===== src/rtl/product_accumulator.sv =====
// product_accumulator: sums N unsigned products into one wide result per output beat,
// with valid/ready handshakes on both the product input and the sum output.
module product_accumulator #(
    parameter int PW    = 16,
    parameter int N     = 8,
    parameter int ACC_W = 19
) (
    input  logic             clk,
    input  logic             rst_n,
    input  logic             clear,
    input  logic             p_valid,
    output logic             p_ready,
    input  logic [PW-1:0]    p_data,
    output logic             sum_valid,
    input  logic             sum_ready,
    output logic [ACC_W-1:0] sum_data,
    output logic             sum_ovf,
    output logic             busy
);
    localparam int CW = $clog2(N + 1);
    localparam logic [CW-1:0] LAST = CW'(N - 1);

    typedef enum logic [1:0] {IDLE, ACCUM, HOLD} state_t;

    state_t           state;
    logic [ACC_W-1:0] acc;
    logic [CW-1:0]    cnt;
    logic             ovf;
    logic [ACC_W:0]   nxt;
    logic             take;

    assign p_ready = state != HOLD;
    assign busy    = state != IDLE;
    assign take    = p_valid && p_ready;
    assign nxt     = {1'b0, acc} + (ACC_W + 1)'(p_data);

    // IDLE keeps acc, cnt and ovf at zero, so its first accept shares the ACCUM datapath
    always_ff @(posedge clk or negedge rst_n) begin
        if (!rst_n) begin
            state     <= IDLE;
            acc       <= '0;
            cnt       <= '0;
            ovf       <= 1'b0;
            sum_data  <= '0;
            sum_ovf   <= 1'b0;
            sum_valid <= 1'b0;
        end else if (clear) begin
            state     <= IDLE;
            acc       <= '0;
            cnt       <= '0;
            ovf       <= 1'b0;
            sum_valid <= 1'b0;
        end else begin
            case (state)
                IDLE, ACCUM: if (take) begin
                    acc   <= nxt[ACC_W-1:0];
                    ovf   <= ovf | nxt[ACC_W];
                    cnt   <= cnt + 1'b1;
                    state <= cnt == LAST ? HOLD : ACCUM;
                    if (cnt == LAST) begin
                        sum_data  <= nxt[ACC_W-1:0];
                        sum_ovf   <= ovf | nxt[ACC_W];
                        sum_valid <= 1'b1;
                    end
                end
                HOLD: if (sum_ready) begin
                    state     <= IDLE;
                    acc       <= '0;
                    cnt       <= '0;
                    ovf       <= 1'b0;
                    sum_valid <= 1'b0;
                end
                default: state <= IDLE;
            endcase
        end
    end
endmodule


===== config.mk =====
export PLATFORM = sky130hd
export DESIGN_NAME = product_accumulator
export DESIGN_NICKNAME = d
export VERILOG_FILES = /design/src/rtl/product_accumulator.sv
export SDC_FILE = /design/constraint.sdc
export NUM_CORES = 1
export LEC_CHECK = 0
export CORE_UTILIZATION = 56
export CTS_BUF_LIST = sky130_fd_sc_hd__clkbuf_8
export DETAILED_ROUTE_END_ITERATION = 8
export PLACE_DENSITY_LB_ADDON = 0.2
export SETUP_SLACK_MARGIN = 0.2
export SYNTH_ARGS = -nofsm -noshare
export SYNTH_HDL_FRONTEND = slang
export SYNTH_SLANG_ARGS = --single-unit

===== constraint.sdc =====
create_clock -name clk -period 5.1 [get_ports clk]
set_input_delay 1.02 -clock clk [delete_from_list [all_inputs] [get_ports clk]]
set_output_delay 1.02 -clock clk [all_outputs]
set_load 0.02 [all_outputs]

; ---- Yosys cells after proc, flatten, opt, wreduce, memory -nomap -nowiden
; Cells that the tools add are included.
[word_totals]
reg_bits = 47
rom_bits = 0
output_inout_bits = 23
ram_bits = 0
wordCells = 48
latchBits = 0
in_bits = 21
mem_count = 0
[op_classes]
bitwise_logic = 2
n_eq_ne = 7
n_reduce_logical = 9
n_addsub = 2
n_shift = 0
n_mul = 0
order_cmp = 0
muxes = 21
div_mod_pow = 0
[ops]
columns = operator, count
row1 = $mux 19, 3
row2 = $pmux 19 s2, 1
row3 = $add 19x16->20, 1
row4 = $mux 4, 3
row5 = $ne 3x3->1 const B, 3
row6 = $mux 2, 4
row7 = $pmux 4 s2, 1
row8 = $reduce_and 4->1, 2
row9 = $mux 1, 6
row10 = $add 4x1->4 const B, 1
row11 = $eq 4x3->1 const B, 1
row12 = $pmux 1 s2, 2
row13 = $pmux 2 s2, 1
row14 = $reduce_and 3->1, 1
row15 = $reduce_bool 3->1, 1
row16 = $eq 2x1->1 const B, 1
row17 = $eq 2x2->1 const B, 1
row18 = $logic_not 2->1, 1
row19 = $ne 2x2->1 const B, 1
row20 = $reduce_and 2->1, 1
row21 = $reduce_bool 2->1, 1
row22 = $reduce_or 2->1, 1
row23 = $logic_and 1x1->1, 1
row24 = $not 1->1, 1
row25 = $or 1x1->1, 1

; ---- Logic depth before layout (Yosys ltp)
; Gate-level depths: netlist of run 1.
[logic_depth]
depth_word = 5
ltp_mapped = 8
ltp_nobuf = 8

; ---- Worst setup path after synthesis of run 1
; Ideal clock, no wire load.
[synth_path]
path_type = input -> register
from = input p_data[0]
to = register acc[16]
cell_stages = 8
required_ps = 5005
path_slack_ps = 2374
t_arrival_ps = 2630
path_buffers = 0
setup_ps = 95
path_cell_list = ha_1 fa_1 a211oi_2 o211ai_2 a21oi_2 nand3_1 and3_1 o31ai_1
[synth_via]
elab_chain_cells = 4
[synth_rtl]
columns = item, line
row1 = "start, declared", 13  ; input logic [PW-1:0] p_data,
row2 = $add 19x16->20, 35  ; assign nxt = {1'b0, acc} + (ACC_W + 1)'(p_data);
row3 = $mux 19, 55  ; IDLE, ACCUM: if (take) begin
row4 = $pmux 19 s2, 54  ; case (state)
row5 = $mux 19, 47  ; end else if (clear) begin
row6 = "end signal, assigned", 56  ; acc <= nxt[ACC_W-1:0];
row7 = "end, declared", 26  ; logic [ACC_W-1:0] acc;
; No other way between the ends. The select of a mux whose other input is x is not followed.
; A chain may end at the register's enable or synchronous reset.

; ---- Worst setup path after layout of run 1
[layout_path]
from = input p_data[0]
to = register sum_data[16]
[layout_via]
elab_chain_cells = 1
[layout_rtl]
columns = item, line
row1 = $add 19x16->20, 35
row2 = "end signal, assigned", 61  ; sum_data <= nxt[ACC_W-1:0];
row3 = "end, declared", 16  ; output logic [ACC_W-1:0] sum_data,
; No other way between the ends.

==> results of run 1 <==
per-stage QoR:
| step | total power, mW | area, µm² |
|---|---|---|
| final | 0.994 | 3270 |
| after CTS | 0.998 | 3270 |
| after detailed placement | 0.712 | 3150 |
| after floorplan | 0.636 | 2700 |
| after global placement | 0.708 | 3150 |
| after global routing | 1.05 | 3270 |
synth_stat cells, types with 2 or more instances:
cell type  instances
a21oi_1           21
nand3_1            6
o21bai_1           2
nand2_1           25
a21oi_2            2
xnor2_1           13
o31ai_1            4
a22o_1            14
o21ai_0           20
o21ai_1            2
nor2_1             9
nand4_1            6
or3_1              2
ha_1              17
o22ai_1            2
xor2_1             3
buf_2              3
o211ai_1           4
inv_1              8
dfrtp_1           47
a211oi_2           2
nor2b_1            2
a311oi_1           2
mux2_2            12
clkbuf_1           4
buf_4              3
nand2b_1           2
worst paths after layout:
check                                         start  cells past startpoint                        to
setup / recovery                          p_data[0]                      9  sum_data[16]$_DFFE_PN0P_
hold / removal             sum_data[14]$_DFFE_PN0P_                      2  sum_data[14]$_DFFE_PN0P_
setup reg to reg                 acc[0]$_DFFE_PN0P_                      8  sum_data[16]$_DFFE_PN0P_
hold reg to reg            sum_data[14]$_DFFE_PN0P_                      2  sum_data[14]$_DFFE_PN0P_
max in group asynchronous                     rst_n                      1        acc[9]$_DFFE_PN0P_
min in group asynchronous                     rst_n                      1        acc[4]$_DFFE_PN0P_
cell families (layout without fill, tap and decap cells):
kind of cell,Yosys count,in the layout,synth area share
and+or+nand+nor,60,60,0.108
muxes,12,12,0.0500
xor gates and xnor gates,16,16,0.0519
buffers and inverters,19,60,0.0324
AOI/OAI and AO/OA,89,89,0.236
adders and majority gates,18,18,0.0862
DFF,47,47,0.436
flip-flops by register name, indices dropped and copies added (netlist names):
| signal | cells |
|---|---|
| acc | 19 |
| sum_data | 19 |
| cnt | 4 |
| state | 2 |
| ovf | 1 |
| sum_ovf | 1 |
| sum_valid | 1 |
power groups by stage:
stage	combinational [mW]	sequential [mW]	clock, mW
2_1_floorplan	0.217	0.420	0
3_3_place_gp	0.288	0.420	0
3_5_place_dp	0.291	0.421	0
4_1_cts	0.294	0.414	0.290
5_1_grt	0.328	0.417	0.305
6_report	0.294	0.414	0.286
worst max-delay path: cells and delay by family:
family / cells / cell delay (ns)
and+or+nand+nor: 2 / 0.34
adders and majority gates: 2 / 0.65
buffers and inverters: 1 / 0.40
AOI/OAI and AO/OA: 4 / 0.87
layout make-up:
cell class / count / area, µm² / share of cell area
clock buffer: 6 / 82.6 / 0.0253
clock inverter: 2 / 35.0 / 0.0107
inverter: 8 / 30.0 / 0.00920
multi-input combinational: 195 / 1440 / 0.442
sequential: 47 / 1180 / 0.360
tap: 52 / 65.1 / 0.0199
timing repair buffer: 44 / 433 / 0.133
routing by layer:
layer | track usage | wire (µm) | vias to the layer above
met3 | 0.0366 | 206 | 13
li1 | - | - | 1044
met4 | 0.124 | 137 | 0
met5 | 0 | 0 | -
met1 | 0.335 | 2700 | 1045
met2 | 0.388 | 2620 | 56
==> reports/metrics.csv, run 1 <==
stage;metric;value;unit
run_status;outcome;complete, no violations;
floorplanning;area of the core;4500;µm²
logic_synthesis;Mapped Avg Cell Area;10.3;µm²
grt;initial antenna violation count;0;
placed_design;worst slack, placed;1.75;ns
sta;RSZ-0062 raised after global routing;no;
route;Routed Antenna Nets;0;
sta;Slew Viols, Final;0;
pwr;Internal;0.680;mW
job;MaxCap Viol Count;0;
sta;final worst path period share;0.603;
logic_synthesis;Post-synth EDFFs;0;
worst_setup_path;setup slack, reg-to-reg;2.77;ns
grt;gr usage total;0.247;
floorplanning;# rows;24;
floorplanning;Die Ht;71.4;µm
clock_network;clk sinks;47;
logic_synthesis;Synth area leader;dfrtp_1;
logic_synthesis;Seq cells post-synth;47;
layout;most common cell after layout, fill and taps aside;dfrtp_1;
worst_setup_path;CP max stage cell;fa_1;
sta;setup ws final;2.03;ns
grt;first-pass GRT wire length;9770;µm
layout;number of fillers in the final layout;349;
sta;relative slew slack;0.294;
floorplanning;I/O pin cnt;44;
placed_design;routability cong.;0.914;
logic_synthesis;Post-Syn Instances;261;
logic_synthesis;Syn Std Cell Area;2700;µm²
grt;largest net degree at the start of global routing;48;
layout;Cell Count, Final, Fillers Out;354;
clock_network;H-tree depth;2;
sta;Final Skew;0.00688;ns
layout;# diodes;0;
logic_synthesis;net count after synthesis;300;
clock_network;Inserted Clock Buffers;5;
sta;Total Neg Setup Slack;0;ns
clock_network;clk buf depth;2;
logic_synthesis;post-synth cell types;51;
worst_setup_path;CP Cell Sequence;clkdlybuf4s50_1 -> ha_1 -> fa_1 -> a211oi_2 -> o211ai_2 -> a21oi_2 -> nand3_1 -> and3_1 -> o31ai_1;
clock_network;post-CTS resize count;0;
clock_network;Setup Buffers After CTS;0;
layout;share of cells above drive strength 1;0.113;
worst_setup_path;Worst EP arrival;3.29;ns
clock_network;hold buffer count at cts;0;
floorplanning;initial core utilization;0.599;
sta;final setup fails;0;
worst_setup_path;Worst Path Required;5.31;ns
worst_setup_path;Setup CP Type;primary input to flip-flop;
clock_network;Clk pin slew, worst setup/hold paths;0.08;ns
logic_synthesis;Main synth FF type;dfrtp_1;
min_path;Hold/Removal Path Class;flip-flop to flip-flop;
worst_setup_path;CP Capture Type;flip-flop;
clock_network;Clock Root Buffer;clkbuf_8;
pwr;Sw Share;0.316;
route;Via density;6.10;
route;final WL;5660;µm
pwr;PwrDens;304;nW/µm²
pwr;sequential power share;0.416;
logic_synthesis;sequential area share after synthesis;0.436;
grt;number of global-route vias before repair;2173;
layout;nets@finish;340;
route;# DRC;0;
worst_setup_path;Worst path max stage delay;0.43;ns
placed_design;DP HPWL;3960;µm
route;Iteration-0 DRC Markers;113;
layout;most frequent cells in the layout;dfrtp_1, clkdlybuf4s50_1, nand2_1;
pwr;switching pwr;0.315;mW
sta;Hold WS;0.489;ns
worst_setup_path;Crit Path Max Fanout;3;
logic_synthesis;async set-reset flop share out of synthesis;1.00;
logic_synthesis;Area contributors post-synth;dfrtp_1, ha_1, mux2_2;
grt;grt total ovfl;0;
pwr;Gate power share;0.296;
placed_design;Post-Place Cells;346;
route;DR WL/cell;16.0;µm
placed_design;IO Port Bufs;43;
route;drt first pass iters;4;
floorplanning;die area;5100;µm²
logic_synthesis;share of the synthesized area in the top cell type;0.436;
worst_setup_path;CP Launch Type;primary input;
route;vias;2158;
sta;Max Freq;325;MHz
pwr;maximum vdd drop;0.190;mV
sta;Tmin final;3.07;ns
layout;Area Growth Syn to Fin;20.9;%
pwr;share of total power in the clock network;0.287;
layout;post-layout util;0.725;
pwr;leakage power;1.45;nW
clock_network;TritonCTS clock tree;done;
logic_synthesis;Ys Warns;0;
sta;Fin. Hold Viols;0;
floorplanning;Die Wd;71.4;µm
clock_network;latest clock arrival within the worst-skew pair;0.31;ns
sta;Slew @ Worst Pin;1.06;ns
(Power assumes the default switching activity.)
==> run 2, diff against run 1 <==
- CORE_UTILIZATION: 56 -> 50
- clock period: 5.1 -> 2.7 ns (I/O delays scaled with it)
==> run 2 against run 1 <==
Combinational power increased by 120%. Setup slack got worse by 1.7 ns. Sequential share of layout area decreased by 2.4 points. First-iteration DRC count increased by 35%. Design area increased by 7.1%. Clock skew increased by 0.0022 ns. Highest routed layer unchanged.
==> reports/metrics.csv, run 2 (same netlist as run 1, synthesis figures left out) <==
stage;metric;value;unit
grt;first-pass GRT wire length;10100;µm
clock_network;Inserted Clock Buffers;5;
pwr;leakage power;1.58;nW
placed_design;routability cong.;0.866;
grt;initial antenna violation count;0;
grt;number of global-route vias before repair;2206;
worst_setup_path;RR Startpoint;acc[0]$_DFFE_PN0P_;
pwr;share of total power in the clock network;0.298;
floorplanning;initial core utilization;0.525;
layout;number of fillers in the final layout;410;
layout;area of the multi-input gates;1480;µm²
pwr;maximum vdd drop;0.372;mV
layout;nets@finish;361;
route;final WL;5940;µm
pwr;switching pwr;0.614;mW
pwr;PwrDens;581;nW/µm²
floorplanning;area of the core;5140;µm²
clock_network;Clock Root Buffer;clkbuf_8;
clock_network;H-tree depth;2;
floorplanning;# rows;26;
sta;Total Neg Setup Slack;0;ns
worst_setup_path;r2r endpoint;sum_data[12]$_DFFE_PN0P_;
worst_setup_path;Worst Path Required;2.88;ns
sta;Slew @ Worst Pin;0.511;ns
sta;final worst path period share;0.893;
job;MaxCap Viol Count;0;
route;vias;2210;
worst_setup_path;Worst EP arrival;2.60;ns
sta;relative slew slack;0.659;
pwr;sequential power share;0.385;
sta;final setup fails;0;
pwr;Internal;1.42;mW
pwr;Sw Share;0.302;
grt;largest net degree at the start of global routing;29;
grt;gr usage total;0.234;
worst_setup_path;Reg2Reg Depth;9;
route;DR WL/cell;15.1;µm
layout;Area Growth Syn to Fin;29.6;%
floorplanning;Die Ht;75.5;µm
run_status;outcome;complete, no violations;
worst_setup_path;Worst Setup SP;p_data[1];
route;Routed Antenna Nets;0;
layout;fin area;3500;µm²
layout;most common cell after layout, fill and taps aside;dfrtp_1;
clock_network;clk buf depth;2;
sta;RSZ-0062 raised after global routing;yes;
layout;# diodes;0;
worst_setup_path;CP Capture Type;flip-flop;
worst_setup_path;CP Launch Type;primary input;
sta;Final Skew;0.00910;ns
clock_network;TritonCTS clock tree;done;
placed_design;dpl cell area;3310;µm²
sta;Max Freq;415;MHz
clock_network;latest clock arrival within the worst-skew pair;0.30;ns
floorplanning;I/O pin cnt;44;
worst_setup_path;Setup CP Type;primary input to flip-flop;
sta;Tmin final;2.41;ns
grt;grt total ovfl;0;
route;Iteration-0 DRC Markers;152;
floorplanning;Die Wd;75.5;µm
layout;FF/Latch Area;1180;µm²
floorplanning;die area;5700;µm²
min_path;Hold/Removal Path Class;primary input to asynchronous set/reset pin;
worst_setup_path;setup slack, reg-to-reg;0.44;ns
sta;Slew Viols, Final;0;
placed_design;IO Port Bufs;43;
worst_setup_path;Crit Path Max Fanout;3;
clock_network;Clk pin slew, worst setup/hold paths;0.09;ns
pwr;Gate power share;0.317;
placed_design;DP HPWL;4290;µm
layout;share of cells above drive strength 1;0.189;
layout;Top Registers;acc: 19 flops, sum_data: 19 flops, cnt: 4 flops;
layout;most frequent cells in the layout;dfrtp_1, clkdlybuf4s50_1, nand2_1;
route;drt first pass iters;4;
clock_network;clk sinks;47;
route;# DRC;0;
route;Via density;5.62;
sta;Fin. Hold Viols;0;
## run 2: cell types whose count changed in the layout (fill, tap and decap cells not counted), sizes merged
cell           change
clkbuf             -1
bufinv             +1
clkdlybuf4s50      -1
buf               +21
dlymetal6s2s       +1
clkinv             -1
inv                +1
## run 2: how the worst max path moves through the flow
stage,slack [ns],endpoint,depth (start not counted)
after detailed placement,-0.15,sum_data[16]$_DFFE_PN0P_,9
after global placement,-0.11,sum_data[16]$_DFFE_PN0P_,9
after global routing,0.19,sum_data[15]$_DFFE_PN0P_,9
final,0.29,sum_data[12]$_DFFE_PN0P_,9
after CTS,0.20,sum_data[16]$_DFFE_PN0P_,9
after floorplan,0.45,acc[16]$_DFFE_PN0P_,8
## run 2: timing repair
item | in CTS | in global routing
pin swaps | 4 | 3
hold buffers | 0 | 0
gates resized for setup | 2 | 9
setup endpoints to repair | 6 | 8
buffers inserted | 1 | 1
## run 2: power by group through the flow
| stage | Sequential, mW | Clock (mW) | Combinational (mW) |
|---|---|---|---|
| 2_1_floorplan | 0.793 | 0 | 0.409 |
| 3_3_place_gp | 0.793 | 0 | 0.602 |
| 3_5_place_dp | 0.794 | 0 | 0.612 |
| 4_1_cts | 0.781 | 0.616 | 0.621 |
| 5_1_grt | 0.790 | 0.647 | 0.718 |
| 6_report | 0.782 | 0.606 | 0.643 |
## run 2: worst max-delay path: stages
cell and delay, ns:
clkdlybuf4s50_1 0.46, fa_2 0.43, a211oi_4 0.25, o211ai_2 0.13, a21oi_2 0.20, buf_4 0.13
buf_4 0.10, xnor2_2 0.08, mux2_4 0.28
## run 2: layer usage
metal	track usage	wire, µm
met1	0.323	2860
met2	0.375	2770
met3	0.0397	237
met4	0.0761	64
met5	0	0
## run 2: area by class of cell
class                   instances  share of cell area
repair buffers                 65               0.170
clock buffers                   5              0.0197
flip-flops and latches         47               0.336
well taps                      70              0.0250
multi-input cells             195               0.423
inverters                       8             0.00858
clock inverters                 3              0.0182
## run 2: stage by stage
stage	hold slack (ns)	power [mW]	setup slack, ns	cells	util
global placement	0.462	1.40	-0.106	383	0.643
floorplan	0.244	1.20	0.454	261	-
global route	0.223	2.15	0.194	393	0.681
detailed placement	0.479	1.41	-0.155	383	0.643
finish	0.201	2.03	0.288	393	0.681
CTS	0.202	2.02	0.203	392	0.671
